--- config.mk ---
export PLATFORM = sky130hd
export DESIGN_NAME = cache_fill_ctrl_flat
export DESIGN_NICKNAME = d
export VERILOG_FILES = /design/src/rtl/cache_fill_ctrl_pkg.sv /design/src/rtl/cache_fill_ctrl_if.sv /design/src/rtl/cache_fill_ctrl_fill_counter.sv /design/src/rtl/cache_fill_ctrl.sv /design/src/flat_wrapper.sv
export SDC_FILE = /design/constraint.sdc
export NUM_CORES = 1
export LEC_CHECK = 0
export BUFFER_PORTS_ARGS = -buffer_cell sky130_fd_sc_hd__buf_2
export CAP_MARGIN = 20
export CORE_ASPECT_RATIO = 2
export CORE_MARGIN = 2
export CORE_UTILIZATION = 43
export DETAILED_ROUTE_END_ITERATION = 16
export GPL_TIMING_DRIVEN = 0
export HOLD_SLACK_MARGIN = 0.03
export PLACE_DENSITY = 0.81
export SYNTH_ARGS = -nofsm -noshare
export SYNTH_HDL_FRONTEND = slang
export SYNTH_SLANG_ARGS = --single-unit
export TNS_END_PERCENT = 5
--- constraint.sdc ---
create_clock -name clk -period 1.9 [get_ports clk]
set_clock_uncertainty 0.1 [all_clocks]
set_input_delay 0.285 -clock clk [delete_from_list [all_inputs] [get_ports clk]]
set_output_delay 0.285 -clock clk [all_outputs]
set_load 0.01 [all_outputs]
--- src/rtl/cache_fill_ctrl_pkg.sv ---
// Shared constants and state encoding for the cache miss fill controller.
package cache_fill_ctrl_pkg;

  localparam int BLK_WORDS  = 8;   // 16-bit words per cache block
  localparam int BLK_CNT_W  = 3;   // log2(BLK_WORDS)
  localparam int BLK_ADDR_W = 16;
  localparam int OFFSET_W   = 4;   // byte offset within a 16-byte block

  typedef enum logic {
    IDLE = 1'b0,
    FILL = 1'b1
  } state_t;

endpackage

--- src/rtl/cache_fill_ctrl_if.sv ---
// Cache/memory-side signals of the fill controller; master = controller, slave = cache+memory.
interface cache_fill_ctrl_if #(
  parameter int ADDR_W = 16,
  parameter int CNT_W  = 3
);

  logic              miss_detected;
  logic [ADDR_W-1:0] miss_address;
  logic [15:0]       memory_data;
  logic              memory_data_valid;
  logic              fsm_busy;
  logic              mem_en;
  logic [ADDR_W-1:0] memory_address;
  logic [ADDR_W-1:0] fill_address;
  logic              write_data_array;
  logic              write_tag_array;
  logic [CNT_W-1:0]  word_num;
  logic [15:0]       data_to_cache;

  modport master (
    input  miss_detected, miss_address, memory_data, memory_data_valid,
    output fsm_busy, mem_en, memory_address, fill_address,
           write_data_array, write_tag_array, word_num, data_to_cache
  );

  modport slave (
    output miss_detected, miss_address, memory_data, memory_data_valid,
    input  fsm_busy, mem_en, memory_address, fill_address,
           write_data_array, write_tag_array, word_num, data_to_cache
  );

endinterface

--- src/rtl/cache_fill_ctrl_fill_counter.sv ---
// Word counter with synchronous clear and enable; stops at WORDS.
// One extra bit so that "all WORDS issued" is representable.
module cache_fill_ctrl_fill_counter #(
  parameter int WORDS = 8,
  parameter int CNT_W = 3
) (
  input  logic           clk,
  input  logic           rst,
  input  logic           clr,
  input  logic           en,
  output logic [CNT_W:0] count
);

  always_ff @(posedge clk or negedge rst) begin
    if (!rst) begin
      count <= '0;
    end else if (clr) begin
      count <= '0;
    end else if (en && (count != (CNT_W+1)'(WORDS))) begin
      count <= count + (CNT_W+1)'(1);
    end
  end

endmodule

--- src/rtl/cache_fill_ctrl.sv ---
// Cache miss fill controller: requests a whole block back-to-back, writes each returned
// word into the data array and writes the tag together with the last word.
module cache_fill_ctrl
  import cache_fill_ctrl_pkg::*;
#(
  parameter int WORDS  = BLK_WORDS,
  parameter int ADDR_W = BLK_ADDR_W,
  parameter int CNT_W  = BLK_CNT_W
) (
  input  logic              clk,
  input  logic              rst,
  cache_fill_ctrl_if.master fif
);

  state_t            state;
  state_t            state_nxt;
  logic [ADDR_W-1:0] base;
  logic [CNT_W:0]    issue_cnt;
  logic [CNT_W:0]    recv_cnt;
  logic              accept;
  logic              issue_en;
  logic              recv_en;
  logic              last_word;
  logic              unused_offset;

  assign accept    = (state == IDLE) && fif.miss_detected;
  assign issue_en  = (state == FILL) && (issue_cnt < (CNT_W+1)'(WORDS));
  assign recv_en   = (state == FILL) && fif.memory_data_valid;
  assign last_word = (recv_cnt == (CNT_W+1)'(WORDS-1));

  // The byte offset only selects the word the pipeline wanted; the fill is block-wide.
  assign unused_offset = ^fif.miss_address[OFFSET_W-1:0];

  always_ff @(posedge clk or negedge rst) begin
    if (!rst) begin
      state <= IDLE;
      base  <= '0;
    end else begin
      state <= state_nxt;
      if (accept) begin
        base <= {fif.miss_address[ADDR_W-1:OFFSET_W], {OFFSET_W{1'b0}}};
      end
    end
  end

  cache_fill_ctrl_fill_counter #(.WORDS(WORDS), .CNT_W(CNT_W)) u_issue_cnt (
    .clk   (clk),
    .rst   (rst),
    .clr   (accept),
    .en    (issue_en),
    .count (issue_cnt)
  );

  cache_fill_ctrl_fill_counter #(.WORDS(WORDS), .CNT_W(CNT_W)) u_recv_cnt (
    .clk   (clk),
    .rst   (rst),
    .clr   (accept),
    .en    (recv_en),
    .count (recv_cnt)
  );

  always_comb begin
    state_nxt = state;
    case (state)
      IDLE:    if (fif.miss_detected) state_nxt = FILL;
      FILL:    if (fif.memory_data_valid && last_word) state_nxt = IDLE;
      default: state_nxt = IDLE;
    endcase
  end

  always_comb begin
    fif.fsm_busy         = 1'b0;
    fif.mem_en           = 1'b0;
    fif.memory_address   = '0;
    fif.fill_address     = '0;
    fif.write_data_array = 1'b0;
    fif.write_tag_array  = 1'b0;
    fif.word_num         = '0;
    fif.data_to_cache    = fif.memory_data;
    if (state == FILL) begin
      fif.fsm_busy         = 1'b1;
      fif.fill_address     = base;
      fif.mem_en           = issue_en;
      fif.memory_address   = issue_en ? base + (ADDR_W'(issue_cnt) << 1) : base;
      fif.write_data_array = fif.memory_data_valid;
      fif.word_num         = recv_cnt[CNT_W-1:0];
      fif.write_tag_array  = fif.memory_data_valid && last_word;
    end
  end

endmodule

--- src/flat_wrapper.sv ---
// flat-port wrapper written by rule: the top's interface ports become plain ports
module cache_fill_ctrl_flat import cache_fill_ctrl_pkg::*;
#(
  parameter int WORDS  = BLK_WORDS,
  parameter int ADDR_W = BLK_ADDR_W,
  parameter int CNT_W  = BLK_CNT_W
)
  (clk, rst, fif_miss_detected, fif_miss_address, fif_memory_data, fif_memory_data_valid, fif_fsm_busy, fif_mem_en, fif_memory_address, fif_fill_address, fif_write_data_array, fif_write_tag_array, fif_word_num, fif_data_to_cache);
  cache_fill_ctrl_if #(.ADDR_W(ADDR_W), .CNT_W(CNT_W)) fif_i ();
  input  logic clk;
  input  logic rst;
  input wire logic [$bits(fif_i.miss_detected)-1:0] fif_miss_detected;
  input wire logic [$bits(fif_i.miss_address)-1:0] fif_miss_address;
  input wire logic [$bits(fif_i.memory_data)-1:0] fif_memory_data;
  input wire logic [$bits(fif_i.memory_data_valid)-1:0] fif_memory_data_valid;
  output wire logic [$bits(fif_i.fsm_busy)-1:0] fif_fsm_busy;
  output wire logic [$bits(fif_i.mem_en)-1:0] fif_mem_en;
  output wire logic [$bits(fif_i.memory_address)-1:0] fif_memory_address;
  output wire logic [$bits(fif_i.fill_address)-1:0] fif_fill_address;
  output wire logic [$bits(fif_i.write_data_array)-1:0] fif_write_data_array;
  output wire logic [$bits(fif_i.write_tag_array)-1:0] fif_write_tag_array;
  output wire logic [$bits(fif_i.word_num)-1:0] fif_word_num;
  output wire logic [$bits(fif_i.data_to_cache)-1:0] fif_data_to_cache;
  assign fif_i.miss_detected = fif_miss_detected;
  assign fif_i.miss_address = fif_miss_address;
  assign fif_i.memory_data = fif_memory_data;
  assign fif_i.memory_data_valid = fif_memory_data_valid;
  assign fif_fsm_busy = fif_i.fsm_busy;
  assign fif_mem_en = fif_i.mem_en;
  assign fif_memory_address = fif_i.memory_address;
  assign fif_fill_address = fif_i.fill_address;
  assign fif_write_data_array = fif_i.write_data_array;
  assign fif_write_tag_array = fif_i.write_tag_array;
  assign fif_word_num = fif_i.word_num;
  assign fif_data_to_cache = fif_i.data_to_cache;
  cache_fill_ctrl #(.WORDS(WORDS), .ADDR_W(ADDR_W), .CNT_W(CNT_W)) u_core (.clk(clk), .rst(rst), .fif(fif_i));
endmodule
After elaboration in Yosys (flattened, before gate mapping)

Cells that the tools add are included.

Bits in registers: 21
Input bits: 36
Output and inout port bits: 55
Word-level logic and storage cells: 35

Add/sub/neg operators: 3
Magnitude comparators: 1
Eq/ne operators: 3
Muxes and demuxes: 15
Bitwise operators: 1
Reductions and logical operators: 8

Operators with widths:

| cell                | count |
|---|---|
| $mux 16             | 3 |
| $add 16x5->16       | 1 |
| $mux 4              | 4 |
| $add 4x1->4 const B | 2 |
| $ne 4x4->1 const B  | 2 |
| $logic_and 1x1->1   | 6 |
| $mux 1              | 6 |
| $eq 4x3->1 const B  | 1 |
| $lt 4x4->1 const B  | 1 |
| $reduce_bool 2->1   | 2 |
| $mux 3              | 1 |
| $pmux 1 s2          | 1 |
| $not 1->1           | 1 |

Depth between registers and ports, before layout

Gate-level depths: netlist of run 1.

Word-level depth: 5
Mapped depth: 6
Depth with buffers taken out: 5

By module

A second synthesis of run 1 with hierarchy kept.

Cell total of the unflattened synthesis: 173
Area, all modules: 1,579.0 um2

By module, submodules not included:

| module                       | times used | cells an instance | area an instance (um2) | sequential area each (um2) |
|---|---|---|---|---|
| cache_fill_ctrl              | 1          | 127               | 1,121.1                | 325.3 |
| cache_fill_ctrl_fill_counter | 2          | 23                | 229.0                  | 100.1 |

Worst setup path before layout of run 1

Ideal clock, no wire load.

Kind: register -> output
From: register u_core.u_issue_cnt.count[3]
To: output fif_memory_address[14]
Data arrival time: 1,462 ps
Data required time: 1,515 ps
Path slack: 53 ps
Stages on the path, launching flop included: 7
Path buffers: 1
Cell sequence: dfrtp_1 buf_6 and2_2 ha_1 nand3b_4 nor4_2 mux2_2

Cells in the longest elaborated chain, start to end: 4
Elaborated cells on any way between the ends: 5
Those cells by class: add/sub (1); order compare (1); mux (2); reduce/logical (1)

RTL lines:

| element                                                               | line                               | RTL |
|---|---|---|
| start, declared                                                       | cache_fill_ctrl_fill_counter.sv:11 | `output logic [CNT_W:0] count` |
| start signal, assigned                                                | cache_fill_ctrl_fill_counter.sv:20 | `count <= count + (CNT_W+1)'(1);` |
| parallel branches: the longest is 2 deep, another holds $add 16x5->16 | -                                  |  |
| $mux 16 (*)                                                           | cache_fill_ctrl.sv:84              | `fif.memory_address = issue_en ? base + (ADDR_W'(issue_cnt) << 1) : base;` |
| $mux 16 (*)                                                           | cache_fill_ctrl.sv:80              | `if (state == FILL) begin` |
| end, declared                                                         | flat_wrapper.sv:18                 | `output wire logic [$bits(fif_i.memory_address)-1:0] fif_memory_address;` |

Mark *: on every way between the ends.

Worst setup path in the final report of run 1

Ends and elaborated chain as after synthesis.

==> run_results.csv, run 1 <==
group,metric,value,unit
outcome,status,"finished with violations",
outcome,failed_checks,"negative setup slack",
logic_synthesis,seq_area_frac_synth,0.364,
clock_network,cts_root_buf,"clkbuf_8",
sta,period_needed,2.13,ns
global_route,antenna_found_initial,0,
sta,setup_viol,6,
logic_synthesis,yosys_warnings,0,
logic_synthesis,synth_top_area_frac,0.364,
logic_synthesis,yosysTopAreaCell,"dfrtp_1",
critical_path,crit_path_cell_trace,"buf_6 > and2_4 > ha_4 > nand3b_4 > nor4_4 > mux2_4 > buf_6",
logic_synthesis,async_flop_share,1.00,
pwr,p_leak,1.08,nW
placement,portBuffers,65,
critical_path,cp_max_fo,5,
pwr,power_density,1360,mW/mm^2
placement,dp_hpwl,2620,um
job,maxCapViolCount,0,
floorplanning,die_w,45.0,um
sta,rsz0062_at_grt,"true",
min_path,hold_class,"in -> reg",
critical_path,cp_num_buf_inv,2,
finish,seq_area,527,sq um
critical_path,cp-end-kind,"primary output",
finish,final_cell_area,0.00197,sq mm
finish,fillers,292,
floorplanning,num_rows,29,
routing,totalWireLength,3300,um
clock_network,cts_inserted_buffers,3,
placement,place_congestion,0.721,
global_route,grt_pass1_vias,1255,
clock_network,cts_max_level,1,
sta,min_period_over_period,1.12,
logic_synthesis,synth_most_common_cell,"buf_4",
pwr,peakVddDrop,0.000969,V
logic_synthesis,synth_ff_type,"dfrtp_1",
sta,finalHoldViolations,0,
routing,drt_pass1_iterations,4,
clock_network,cts_sinks,21,
critical_path,crit_required,1.51,ns
logic_synthesis,netlist_top_cells_area,"dfrtp_1 36%, mux2_2 12%, buf_4 12%",
placement,placed_area,0.00182,sq mm
sta,hold_ws,0.138,ns
global_route,grt_max_degree,22,
clock_network,cts_tree,"yes",
floorplanning,io_pins,91,
critical_path,cpMostUsedCell,"buf_6",
floorplanning,start_util,0.452,
logic_synthesis,synth_area,0.00144,sq mm
routing,drc,0,
critical_path,cpPeakStageDelay,0.35,ns
logic_synthesis,synth_cells,149,
critical_path,crit_type,"reg -> out",
routing,drt_iter0_drc,10,
routing,ant_nets,0,
finish,fin_util,0.617,
logic_synthesis,synth_common_cells,"23 x buf_4, 21 x dfrtp_1, 16 x and2_1, 16 x mux2_2, 11 x nor2_1",
global_route,grt_pass1_wl,5050,um
floorplanning,core_region_area,0.00319,sq mm
sta,fmaxAchievable,0.469,GHz
logic_synthesis,synth-edff-count,0,
critical_path,cpMaxStageDelayCell,"dfrtp_1",
clock_network,clkLatencyLatePin,0.26,ns
finish,areaGrowthSynthToFinish,36.6,%
logic_synthesis,syn_area_per_cell,9.68,sq um
global_route,grt_use_total,0.173,
finish,multi_input_area,724,sq um
sta,maxSlewViolCount,0,
finish,antennaDiodeCount,0,
critical_path,crit_arrival,1.75,ns
pwr,power,2.68,mW
sta,fin_ws,-0.232,ns
logic_synthesis,synth_seq_cells,21,
critical_path,startpoint_type,"flip-flop",
logic_synthesis,synth_cell_type_count,34,
routing,wl_per_cell,12.9,um
routing,viasPerCell,4.93,
finish,drive_gt1_frac,0.544,
finish,nNetsFinal,268,
critical_path,cp_top_family,"simple AND/OR/NAND/NOR gates",
routing,num_vias,1268,
clock_network,clk_pin_slew_worst_paths,0.08,ns
global_route,grt_overflow_total,0,
floorplanning,die_h,85.9,um
clock_network,max-clock-path-buffers,2,
placement,place_ws,-0.155,ns
floorplanning,die_area,0.00386,sq mm
[layout by cell type (no fill, tap or decap), types with 2 or more instances in the layout]
| cell | Yosys | layout |
|---|---|---|
| a21oi_1 | 4 | 4 |
| buf_2 | 0 | 63 |
| mux2_4 | 0 | 3 |
| xor2_1 | 2 | 2 |
| nor2_1 | 11 | 11 |
| ha_1 | 5 | 4 |
| nor3_1 | 4 | 3 |
| nand3_1 | 4 | 4 |
| buf_4 | 23 | 27 |
| o21ai_0 | 4 | 4 |
| and2_1 | 16 | 16 |
| or3_1 | 2 | 2 |
| clkbuf_8 | 0 | 4 |
| conb_1 | 1 | 5 |
| dfrtp_1 | 21 | 20 |
| nand2_1 | 4 | 4 |
| buf_6 | 3 | 5 |
| nand3b_1 | 2 | 2 |
| inv_1 | 10 | 10 |
| mux2_2 | 16 | 13 |
[power by group]
part	switching, mW	leakage (nW)	total (mW)	internal (mW)
clock	0.149	0.0228	0.298	0.150
combinational	0.713	0.810	1.52	0.811
sequential	0.205	0.252	0.856	0.651
total	1.07	1.08	2.68	1.61
[through the flow]
stage / instances / TNS [ns]
final: 257 / -0.850
after global placement: 249 / -0.238
after floorplan: 153 / 0
after detailed placement: 249 / -0.345
after global routing: 257 / -1.26
after CTS: 257 / -0.922
[final timing paths]
check	from	to	slack (ns)	cells past startpoint
setup / recovery	u_core.u_issue_cnt.count[3]$_DFFE_PN0P_	fif_memory_address[14]	-0.23	7
hold / removal	fif_miss_detected	u_core.u_issue_cnt.count[3]$_DFFE_PN0P_	0.14	2
setup reg to reg	u_core.state$_DFF_PN0_	u_core.base[11]$_DFFE_PN0P_	0.38	4
hold reg to reg	u_core.base[15]$_DFFE_PN0P_	u_core.base[15]$_DFFE_PN0P_	0.43	1
max in group asynchronous	rst	u_core.state$_DFF_PN0_	0.93	2
min in group asynchronous	rst	u_core.u_issue_cnt.count[0]$_DFFE_PN0P_	0.41	2
[sequential cells by signal, indices dropped and copies added (netlist names)]
name	cells
u_core.u_recv_cnt.count	4
u_core.u_issue_cnt.count	4
u_core.state	1
u_core.base	12
[kinds of logic (layout without fill, tap and decap cells)]
group,after synthesis,in the layout,synth area share
multiplexers,16,16,0.125
AND/OR/NAND/NOR,52,52,0.217
other,1,5,0.00260
XOR/XNOR,3,3,0.0182
AO/OA/AOI/OAI,13,13,0.0547
buffers and inverters,38,111,0.175
adder cells (fa/ha/maj),5,5,0.0434
flip-flops,21,21,0.364
[metal layers]
metal  share of wire  GRT usage  wire length, um
met4           0.018     0.0775               59
met5               0          0                0
met1            0.33      0.154             1080
met2            0.58      0.352             1930
met3           0.072     0.0126              237
[final cells by class]
cell class / count / area share
Tap cell: 31 / 0.0197
Timing Repair Buffer: 69 / 0.188
Multi-Input combinational cell: 94 / 0.368
Clock buffer: 4 / 0.0229
Inverter: 10 / 0.0190
Sequential cell: 21 / 0.267
Buffer: 28 / 0.116
[repair_timing]
item,CTS,global route
pin swaps,3,0
endpoints found under the hold margin,21,0
setup buffers,3,0
gates resized for setup,13,4
hold buffers,1,0
cloned,0,0
endpoints found under the setup margin,18,9
Power figures use the tool's default switching activity.
==> run 2, diff against run 1 <==
- CORE_UTILIZATION: 43 -> 46
- PLACE_DENSITY: 0.81 -> 0.92
- clock period: 1.9 -> 2.5 ns (I/O delays scaled with it)
==> run 2 against run 1 <==
The flow now finishes without violations. Utilization up 1.6 points. Worst hold slack gained 0.10 ns. Clock-buffer cell count unchanged. Final cell count down 1.6%. Via count is 1.3% higher. Final area shrank 4.3%. Register-to-register slack improved by 0.56 ns. Critical endpoint unchanged. Largest power group unchanged.
==> run_results.csv, run 2 (synthesized netlist as in run 1, its figures left out) <==
group,metric,value,unit
clock_network,clkLatencyLatePin,0.26,ns
placement,placed_area,0.00182,sq mm
finish,mostFrequentLayoutCells,"65 x buf_2, 23 x buf_4, 21 x dfrtp_1, 16 x and2_1, 16 x mux2_2",
finish,fillers,251,
sta,min_period_over_period,0.963,
global_route,grt_use_total,0.195,
critical_path,cp_num_cells,7,
critical_path,cpMaxStageDelayCell,"dfrtp_1",
global_route,grt_overflow_total,0,
clock_network,cts_tree,"yes",
global_route,grt_pass1_wl,5490,um
job,maxCapViolCount,0,
placement,dp_hpwl,2630,um
clock_network,cts_root_buf,"clkbuf_8",
critical_path,crit_arrival,1.93,ns
pwr,power_density,1030,mW/mm^2
finish,final_cell_area,0.00189,sq mm
routing,drt_pass1_iterations,4,
placement,place_congestion,0.874,
min_path,hold_class,"in -> reg",
min_path,hold_path_depth,2,
routing,num_vias,1285,
clock_network,cts_sinks,21,
clock_network,max-clock-path-buffers,2,
routing,wl_per_cell,13.5,um
clock_network,cts_max_level,1,
sta,fmaxAchievable,0.415,GHz
outcome,status,"completed",
critical_path,cp-end-kind,"primary output",
routing,drc,0,
pwr,peakVddDrop,0.000533,V
sta,hold_ws,0.241,ns
pwr,p_leak,1.04,nW
floorplanning,num_rows,28,
routing,viasPerCell,5.08,
sta,period_needed,2.41,ns
finish,drive_gt1_frac,0.525,
sta,rsz0062_at_grt,"false",
sta,setup_viol,0,
routing,totalWireLength,3420,um
finish,regMostFlops,"u_core.base",
critical_path,startpoint_type,"flip-flop",
critical_path,cpPeakStageDelay,0.35,ns
critical_path,cp_max_fo,10,
clock_network,clk_pin_slew_worst_paths,0.07,ns
routing,drt_iter0_drc,18,
routing,ant_nets,0,
floorplanning,die_area,0.00363,sq mm
global_route,grt_max_degree,22,
clock_network,cts_inserted_buffers,3,
critical_path,cp_num_buf_inv,2,
floorplanning,start_util,0.484,
finish,layout_commonest_cell,"buf_2",
finish,top_regs,"u_core.base (12), u_core.u_issue_cnt.count (4), u_core.u_recv_cnt.count (4)",
finish,fin_util,0.634,
critical_path,cp_top_family,"simple AND/OR/NAND/NOR gates",
finish,largest_register_ffs,12,
critical_path,rr_worst_depth,4,
finish,areaGrowthSynthToFinish,30.8,%
sta,final.setup.tns,0,ns
clock_network,cts_setup_buffers,0,
global_route,antenna_found_initial,0,
sta,finalHoldViolations,0,
critical_path,crit_type,"reg -> out",
placement,portBuffers,65,
finish,nNetsFinal,265,
critical_path,crit_required,2.03,ns
floorplanning,die_h,83.2,um
global_route,grt_pass1_vias,1242,
sta,maxSlewViolCount,0,
sta,fin_ws,0.0917,ns
placement,place_ws,0.301,ns
floorplanning,io_pins,91,
finish,antennaDiodeCount,0,
floorplanning,core_region_area,0.00298,sq mm
critical_path,r2r_slack,0.94,ns
critical_path,crit_path_cell_trace,"buf_6 > and2_2 > ha_2 > nand3b_4 > nor4_4 > mux2_2 > buf_2",
floorplanning,die_w,43.6,um
[run 2: report_power, final]
part | internal [mW] | total, mW | switching [mW]
clock | 0.114 | 0.221 | 0.108
combinational | 0.544 | 1.07 | 0.527
sequential | 0.494 | 0.657 | 0.164
total | 1.15 | 1.95 | 0.798
[run 2: worst paths after layout]
path                                                    startpoint                     endpoint
max                        u_core.u_issue_cnt.count[3]$_DFFE_PN0P_       fif_memory_address[14]
min                                           fif_miss_address[14]  u_core.base[14]$_DFFE_PN0P_
max reg2reg                                 u_core.state$_DFF_PN0_   u_core.base[9]$_DFFE_PN0P_
min reg2reg                            u_core.base[14]$_DFFE_PN0P_  u_core.base[14]$_DFFE_PN0P_
max in group asynchronous                                      rst  u_core.base[15]$_DFFE_PN0P_
min in group asynchronous                                      rst  u_core.base[14]$_DFFE_PN0P_
[run 2: layer usage]
layer	track usage	part of all wire
met1	0.205	0.35
met2	0.356	0.56
met3	0.0196	0.071
met4	0.102	0.023
met5	0	0
[run 2: through the flow]
| stage | std cells | power (mW) |
|---|---|---|
| after floorplan | 153 | 1.32 |
| after global placement | 248 | 1.67 |
| after detailed placement | 248 | 1.72 |
| after CTS | 253 | 1.95 |
| after global routing | 253 | 2.11 |
| final | 253 | 1.95 |
[run 2: final cells by class]
| type | instances | area (sq um) | area share |
|---|---|---|---|
| multi-input cells | 94 | 691 | 0.366 |
| flip-flops and latches | 21 | 526 | 0.279 |
| repair buffers | 66 | 335 | 0.178 |
| plain buffers | 28 | 215 | 0.114 |
| clock buffers | 4 | 45.0 | 0.0239 |
| inverters | 10 | 37.5 | 0.0199 |
| well taps | 30 | 37.5 | 0.0199 |
[run 2: what timing repair did]
item	in CTS	in global routing
setup endpoints to repair	0	2
hold endpoints to repair	21	0
resized for setup	0	2
hold buffers	1	0
